[src/rtl/pipeline_hazard_ctrl_pkg.sv]
// Shared types for the 3-stage pipeline hazard controller: write-back and
// forward-select encodings, controller state and the default register-index width.
package pipeline_pkg;

    localparam int REG_AW_DEF = 5;

    typedef enum logic [1:0] {
        WB_ALU = 2'b00,
        WB_MEM = 2'b01,
        WB_PC4 = 2'b10
    } wb_sel_e;

    typedef enum logic [1:0] {
        FWD_RF   = 2'b00,
        FWD_ALU  = 2'b01,
        FWD_LOAD = 2'b10,
        FWD_PC4  = 2'b11
    } fwd_sel_e;

    typedef enum logic {
        RUN      = 1'b0,
        MEM_WAIT = 1'b1
    } hz_state_e;

endpackage

[src/rtl/pipeline_hazard_ctrl_fwd.sv]
// Operand-forwarding compare: matches the DE/EX sources against the MEM/WB
// destination and picks the forwarded value by the MEM/WB write-back select.
module hazard_fwd_unit
    import pipeline_pkg::*;
#(
    parameter int REG_AW = REG_AW_DEF
) (
    input  logic [REG_AW-1:0] rs1_i,
    input  logic [REG_AW-1:0] rs2_i,
    input  logic [REG_AW-1:0] rd_i,
    input  logic              rf_en_i,
    input  logic [1:0]        wb_sel_i,
    output fwd_sel_e          fwd_a_o,
    output fwd_sel_e          fwd_b_o
);

    fwd_sel_e wb_src;
    logic     rd_live;

    // x0 is never a real producer; unused wb_sel code 11 behaves as ALU
    always_comb begin
        wb_src = FWD_ALU;
        case (wb_sel_e'(wb_sel_i))
            WB_MEM:  wb_src = FWD_LOAD;
            WB_PC4:  wb_src = FWD_PC4;
            default: wb_src = FWD_ALU;
        endcase
        rd_live = rf_en_i && (rd_i != '0);
        fwd_a_o = (rd_live && rd_i == rs1_i) ? wb_src : FWD_RF;
        fwd_b_o = (rd_live && rd_i == rs2_i) ? wb_src : FWD_RF;
    end

endmodule

[src/rtl/pipeline_hazard_ctrl.sv]
// Hazard/stall controller for the IF | DE/EX | MEM/WB pipeline: forwarding
// selects, data-memory wait freeze with timeout abort, branch flush.
// Optional performance counters are built when HAZARD_PERF_CNT_EN is defined;
// otherwise stall_cnt/flush_cnt read as zero.
module pipeline_hazard_ctrl
    import pipeline_pkg::*;
#(
    parameter int REG_AW      = REG_AW_DEF,
    parameter int MEM_TIMEOUT = 15,
    parameter int CNT_W       = 32
) (
    input  logic              clk,
    input  logic              rst,
    input  logic [REG_AW-1:0] rs1_de,
    input  logic [REG_AW-1:0] rs2_de,
    input  logic [REG_AW-1:0] rd_mw,
    input  logic              rf_en_mw,
    input  logic [1:0]        wb_sel_mw,
    input  logic              rd_en_mw,
    input  logic              wr_en_mw,
    input  logic              mem_ready,
    input  logic              br_taken,
    output logic [1:0]        fwd_a,
    output logic [1:0]        fwd_b,
    output logic              stall_pc,
    output logic              stall_b1,
    output logic              stall_b2,
    output logic              flush_b1,
    output logic              bubble_b2,
    output logic              mem_err,
    output logic [CNT_W-1:0]  stall_cnt,
    output logic [CNT_W-1:0]  flush_cnt
);

    localparam int                WCNT_W      = $clog2(MEM_TIMEOUT + 1);
    localparam logic [WCNT_W-1:0] TIMEOUT_CNT = WCNT_W'(MEM_TIMEOUT);

    hz_state_e         state_q;
    logic [WCNT_W-1:0] cnt_q;
    logic              err_q;
    logic              mem_acc;
    logic              stall;
    fwd_sel_e          fwd_a_sel, fwd_b_sel;

    hazard_fwd_unit #(.REG_AW(REG_AW)) u_fwd (
        .rs1_i   (rs1_de),
        .rs2_i   (rs2_de),
        .rd_i    (rd_mw),
        .rf_en_i (rf_en_mw),
        .wb_sel_i(wb_sel_mw),
        .fwd_a_o (fwd_a_sel),
        .fwd_b_o (fwd_b_sel)
    );

    assign fwd_a   = fwd_a_sel;
    assign fwd_b   = fwd_b_sel;
    assign mem_acc = rd_en_mw | wr_en_mw;

    // Freeze while the access is outstanding. In the abort cycle (err_q) the
    // MEM/WB buffer still holds the abandoned access, so it must not re-stall.
    always_comb begin
        stall = 1'b0;
        if (!rst) begin
            if (state_q == RUN) stall = mem_acc && !mem_ready && !err_q;
            else                stall = !mem_ready;
        end
    end

    assign stall_pc  = stall;
    assign stall_b1  = stall;
    assign stall_b2  = stall;
    // A held branch flushes only once the freeze releases
    assign flush_b1  = br_taken && !stall;
    // Abort cycle: error pulse and squash of the abandoned write-back coincide
    assign bubble_b2 = err_q;
    assign mem_err   = err_q;

    // Wait FSM: the last wait cycle (cnt==MEM_TIMEOUT) still stalls, the
    // following cycle pulses the error, bubbles MEM/WB and runs again.
    always_ff @(posedge clk or posedge rst) begin
        if (rst) begin
            state_q <= RUN;
            cnt_q   <= '0;
            err_q   <= 1'b0;
        end else begin
            err_q <= 1'b0;
            case (state_q)
                RUN: begin
                    cnt_q <= '0;
                    if (stall) begin
                        state_q <= MEM_WAIT;
                        cnt_q   <= WCNT_W'(1);
                    end
                end
                MEM_WAIT: begin
                    if (mem_ready) begin
                        state_q <= RUN;
                        cnt_q   <= '0;
                    end else if (cnt_q == TIMEOUT_CNT) begin
                        state_q <= RUN;
                        cnt_q   <= '0;
                        err_q   <= 1'b1;
                    end else begin
                        cnt_q <= cnt_q + WCNT_W'(1);
                    end
                end
                default: begin
                    state_q <= RUN;
                    cnt_q   <= '0;
                end
            endcase
        end
    end

`ifdef HAZARD_PERF_CNT_EN
    logic [CNT_W-1:0] stall_cnt_q, flush_cnt_q;

    // Saturating stall-cycle and flush/bubble-cycle counters
    always_ff @(posedge clk or posedge rst) begin
        if (rst) begin
            stall_cnt_q <= '0;
            flush_cnt_q <= '0;
        end else begin
            if (stall && !(&stall_cnt_q))
                stall_cnt_q <= stall_cnt_q + CNT_W'(1);
            if ((flush_b1 || bubble_b2) && !(&flush_cnt_q))
                flush_cnt_q <= flush_cnt_q + CNT_W'(1);
        end
    end

    assign stall_cnt = stall_cnt_q;
    assign flush_cnt = flush_cnt_q;
`else
    assign stall_cnt = '0;
    assign flush_cnt = '0;
`endif

endmodule

[config.mk]
export PLATFORM = sky130hd
export DESIGN_NAME = pipeline_hazard_ctrl
export DESIGN_NICKNAME = d
export VERILOG_FILES = /design/src/rtl/pipeline_hazard_ctrl_pkg.sv /design/src/rtl/pipeline_hazard_ctrl_fwd.sv /design/src/rtl/pipeline_hazard_ctrl.sv
export SDC_FILE = /design/constraint.sdc
export NUM_CORES = 1
export LEC_CHECK = 0
export ABC_AREA = 1
export BUFFER_PORTS_ARGS = -buffer_cell sky130_fd_sc_hd__buf_2
export CORE_AREA = 2 2 59 61
export CTS_CLUSTER_DIAMETER = 150
export CTS_CLUSTER_SIZE = 8
export DETAILED_ROUTE_END_ITERATION = 6
export DIE_AREA = 0 0 61 63
export GPL_TIMING_DRIVEN = 0
export PLACE_DENSITY = 0.71
export SLEW_MARGIN = 5
export SYNTH_ARGS = -nofsm -noshare
export SYNTH_HDL_FRONTEND = slang
export SYNTH_SLANG_ARGS = --single-unit
[constraint.sdc]
create_clock -name clk -period 0.95 [get_ports clk]
set_input_delay 0.19 -clock clk [delete_from_list [all_inputs] [get_ports clk]]
set_output_delay 0.19 -clock clk [all_outputs]
set_load 0.01 [all_outputs]
Word-level counts from Yosys, hierarchy flattened
Index checks and enable logic that the tools add are counted.

storage, ports and cells
  register bits after elaboration = 6
  latch bits = 0
  bits in writable memories = 0
  memory bits (read-only) = 0
  input port bits = 24
  output and inout bits = 74
  word-level logic and storage cells = 37
  memories = 0

cells by class
  add/subtract/negate cells = 1
  multiply operators = 0
  divide/modulo/power cells = 0
  $lt $le $gt $ge = 0
  equal/unequal tests = 5
  shift-type cells = 0
  muxes and demuxes = 16
  bitwise logic cells = 2
  reductions and logical operators = 10

operators with widths
  kind                                                              number
  5-bit == test                                                     2
  1-bit 2-to-1 mux                                                  9
  4-bit 2-to-1 mux                                                  2
  4-bit one-hot mux with 2 select lines                             1
  1-bit logical AND                                                 6
  5-bit nonzero test                                                1
  4-bit by 1-bit adder with 4-bit output (second input constant)    1
  4-bit == test (second input constant)                             1
  2-bit 2-to-1 mux                                                  2
  2-bit one-hot mux with 2 select lines                             1
  1-bit zero test                                                   3
  2-bit by 1-bit == test with 1-bit output (second input constant)  1
  2-bit == test (second input constant)                             1
  1-bit one-hot mux with 2 select lines                             1
  1-bit inverter                                                    1
  1-bit bitwise OR                                                  1

Longest topological paths before layout
  depth in word-level cells = 7
  mapped depth = 7
  gate-level depth less buffers = 7

Modules after synthesis
From an unflattened synthesis, not the netlist that was laid out.

unflattened totals
  cell total of the unflattened synthesis = 143
  area, all modules = 1017.2 µm²

by module, submodules not included
  module                times used  cells each  area each (µm²)  seq. area each (µm²)
  pipeline_hazard_ctrl  1           107         817.0            150.1
  hazard_fwd_unit       1           36          200.2            0.0

Least setup slack after synthesis
OpenSTA, ideal clock, no wires.

  kind = register -> output
  start = register err_q, in the netlist bubble_b2
  end = output stall_b2
  arrival time = 933 ps
  data required time = 760 ps
  path slack = -173 ps
  stages on the path, launching flop included = 5
  path buffers = 1
  cells stage by stage = dfrtp_1 > nor2_2 > o21ai_2 > a21oi_4 > buf_4

on the way
  cells in the longest elaborated chain, start to end = 4

ends and longest elaborated chain
  item                    line                         source
  from (decl)             pipeline_hazard_ctrl.sv:40   logic err_q;
  from (signal assigned)  pipeline_hazard_ctrl.sv:84   err_q <= 1'b0;
  from (signal assigned)  pipeline_hazard_ctrl.sv:86   err_q <= 1'b0;
  from (signal assigned)  pipeline_hazard_ctrl.sv:102  err_q <= 1'b1;
  1-bit zero test         pipeline_hazard_ctrl.sv:64   if (state_q == RUN) stall = mem_acc && !mem_ready && !err_q;
  1-bit logical AND       pipeline_hazard_ctrl.sv:64
  1-bit 2-to-1 mux        pipeline_hazard_ctrl.sv:64
  1-bit 2-to-1 mux        pipeline_hazard_ctrl.sv:63   if (!rst) begin
  to (decl)               pipeline_hazard_ctrl.sv:27   output logic stall_b2,

Every way passes these cells.

Final worst setup path
  start = register err_q, in the netlist bubble_b2
  end = output stall_pc

on the way
  cells in the longest elaborated chain, start to end = 4

ends and longest elaborated chain
  item               line                        source
  1-bit zero test    pipeline_hazard_ctrl.sv:64
  1-bit logical AND  pipeline_hazard_ctrl.sv:64
  1-bit 2-to-1 mux   pipeline_hazard_ctrl.sv:64
  1-bit 2-to-1 mux   pipeline_hazard_ctrl.sv:63
  to (decl)          pipeline_hazard_ctrl.sv:25  output logic stall_pc,

Every way passes these cells.

==> results.md <==
- Status: finished, violations left
- Violated checks: setup timing
- Register bit count reported by yosys: 6
- Synth top area share: approximately 50%
- CTS tree: yes
- Synth cell types: 17
- # clock sinks: 6
- DPL Wire Length: 1590 um
- GRT Total Usage: under 10%
- Worst setup SP type: register
- Setup violators final: 13
- Final WL: roughly 2000 um
- Hold Fails Final Rpt: 0
- Cells after Synth: about 130
- # DRC: 0
- Synth area leader: buf_4
- WHS Endpoint: cnt_q[3]$_DFF_PP0_
- Layout cell share with drive strength beyond 1: between 50% and 60%
- Period utilisation layout: 147%
- Lkg Pwr: 1.05 nW
- IO Port Bufs: 33
- CTS H-Tree Depth: 1
- Final std cells w/o fill: ~290
- Core ar.: approximately 3200 um2
- GR Overflow Total: 0
- Hold Crit Depth: 4
- # rows: 21
- CP endpoint kind: output port
- Crit path DAT: ~1.2 ns
- Maxcap violations: 0
- CTS root buf: clkbuf_4
- Placed Area: 1460 um2
- Area grow syn2layout: 67.4%
- RSZ-0062 raised after global routing: yes
- FF-to-FF setup slack: -0.09 ns
- Largest cells by area after synthesis: buf_4 50%, dfrtp_1 15%, xor2_1 6.1%
- Maximum vdd ir drop: approximately 0.58 mV
- CP required: 0.76 ns
- CTS max path bufs: 2
- DP Cell Count: 275
- Clock latency on the worst-skew pair: around 0.24 ns
- FILL cells: 315
- Starting Density: between 30% and 40%
- Initial DRC Count: 30
- Critical setup path kind: reg -> out
- Commonest non-fill, non-tap cells in the layout: 71 x buf_4, 64 x conb_1, 24 x buf_2, 11 x nor2_1
- Vias in the first global route: 763
- Hold Startpoint: mem_ready
- Ports: a little under 100
- Post-route ant nets: 0
- Syn Area/Cell: ~7.5 um2
- Die Y-Extent: 63 um
- Fmax: 714 MHz
- Largest net degree at the start of global routing: 7
- Drt wl/cell: around 7.1 um
- Reg2Reg Launch Point: bubble_b2$_DFF_PP0_
- Crit-path max FO: 5
- Hold crit path type: in -> reg
- RR Endpoint: cnt_q[0]$_DFF_PP0_
- Final min period: 1.40 ns
- Antenna Cells: 0
- Sequential-to-total area share from yosys stat: around 15%
- Cell count of the worst reg-to-reg path: 6
- Final Max Tran Viols: 0
- RePlAce Congestion: 0.736
- Clock-pin slew on the worst setup and hold paths: ~0.05 ns
- P per Cell Area: 684 nW/um2
- CTS buffer count: 3
- Mapped cell area: 1000 um2
- Die ar.: 3840 um2
- Drt pass-1 iters: 4
- DR vias/cell: 3.11
- Final setup margin: -0.451 ns
- Yosys warnings: 0
- Post-Route Skew: between 0.007 and 0.008 ns
- Via count: 886
- Most common cell after layout, fill and taps aside: buf_4
- Final instance area: between 1500 and 2000 um2
- Die Wd: 61 um
- First-pass GRT wire length: 2830 um
- Initial antenna violation count: 0
- Final net count: 267
## final cells by class
| cell class | count | area (um2) | share of cell area [%] |
|---|---|---|---|
| Buffer | 67 | 503 | 30.0 |
| Clock buffer | 3 | 22.5 | 1.34 |
| Inverter | 10 | 37.5 | 2.24 |
| Multi-Input combinational cell | 113 | 617 | 36.8 |
| Sequential cell | 6 | 150 | 8.96 |
| Tap cell | 46 | 57.6 | 3.44 |
| Timing Repair Buffer | 40 | 288 | 17.2 |
## critical path: stages, from the launching register on
cell	delay, ns
dfrtp_1	0.39
nor2_2	0.10
o21ai_2	0.07
a21oi_4	0.17
buf_4	0.13
buf_2	0.11
## worst max-delay path by stage
stage | end | startpoint
after floorplan | stall_b2 | bubble_b2$_DFF_PP0_
after global placement | stall_b2 | bubble_b2$_DFF_PP0_
after detailed placement | stall_pc | bubble_b2$_DFF_PP0_
after CTS | stall_pc | bubble_b2$_DFF_PP0_
after global routing | stall_b2 | bubble_b2$_DFF_PP0_
final | stall_pc | bubble_b2$_DFF_PP0_
## flip-flops by register name (all words and copies together), names as in the netlist
register,flops
state_q,1
bubble_b2,1
cnt_q,4
## metrics by stage
stage	utilization, %	hold WS (ns)	setup TNS, ns	setup WS (ns)	power [mW]
3_3_place_gp	45.2	0.141	-1.59	-0.210	0.815
2_1_floorplan	-	-0.0190	-0.560	-0.173	0.726
3_5_place_dp	45.2	0.148	-1.85	-0.227	0.822
4_1_cts	49.9	0.264	-3.13	-0.480	1.10
5_1_grt	51.8	0.297	-3.80	-0.518	1.24
6_report	51.8	0.284	-2.97	-0.451	1.15
## logic make-up after synthesis
kind of cell               after synthesis  synth area share, %
buffers and inverters                   77                 54.0
DFF                                      6                 15.0
AOI/OAI and AO/OA                        3                 3.38
adders and majority gates                2                 2.50
and+or+nand+nor                         34                 16.0
xor gates and xnor gates                10                 8.75
other                                    1                0.375
## synth_stat cells
master and number:
nor2_1 13, o21ai_2 2, a21oi_4 1, ha_1 2, dfrtp_1 6, inv_1 8
buf_4 67, xnor2_1 3, nand2_1 10, nor2_2 3, nand3_2 2, nand3b_1 1
xor2_1 7, inv_2 2, nand2_2 2, nand3_1 3, conb_1 1
## power breakdown
part | switching, mW | internal (mW)
Combinational | 0.293 | 0.338
Sequential | 0.0163 | 0.272
Clock | 0.0839 | 0.142
Total | 0.394 | 0.753
## repair_timing
action,in CTS,in global routing
setup endpoints to repair,14,13
endpoints found under the hold margin,6,0
buffers inserted,5,1
pin swaps,9,11
hold buffers,1,0
resized for setup,18,12
## layer usage
metal	up-vias	share of wire [%]	global-route usage, %
li1	481	-	-
met1	356	30	7.89
met2	49	60	19.8
met3	0	9.7	2.07
met4	0	0	2.45
met5	-	0	0
No activity file was read; power rests on OpenSTA's default activity.
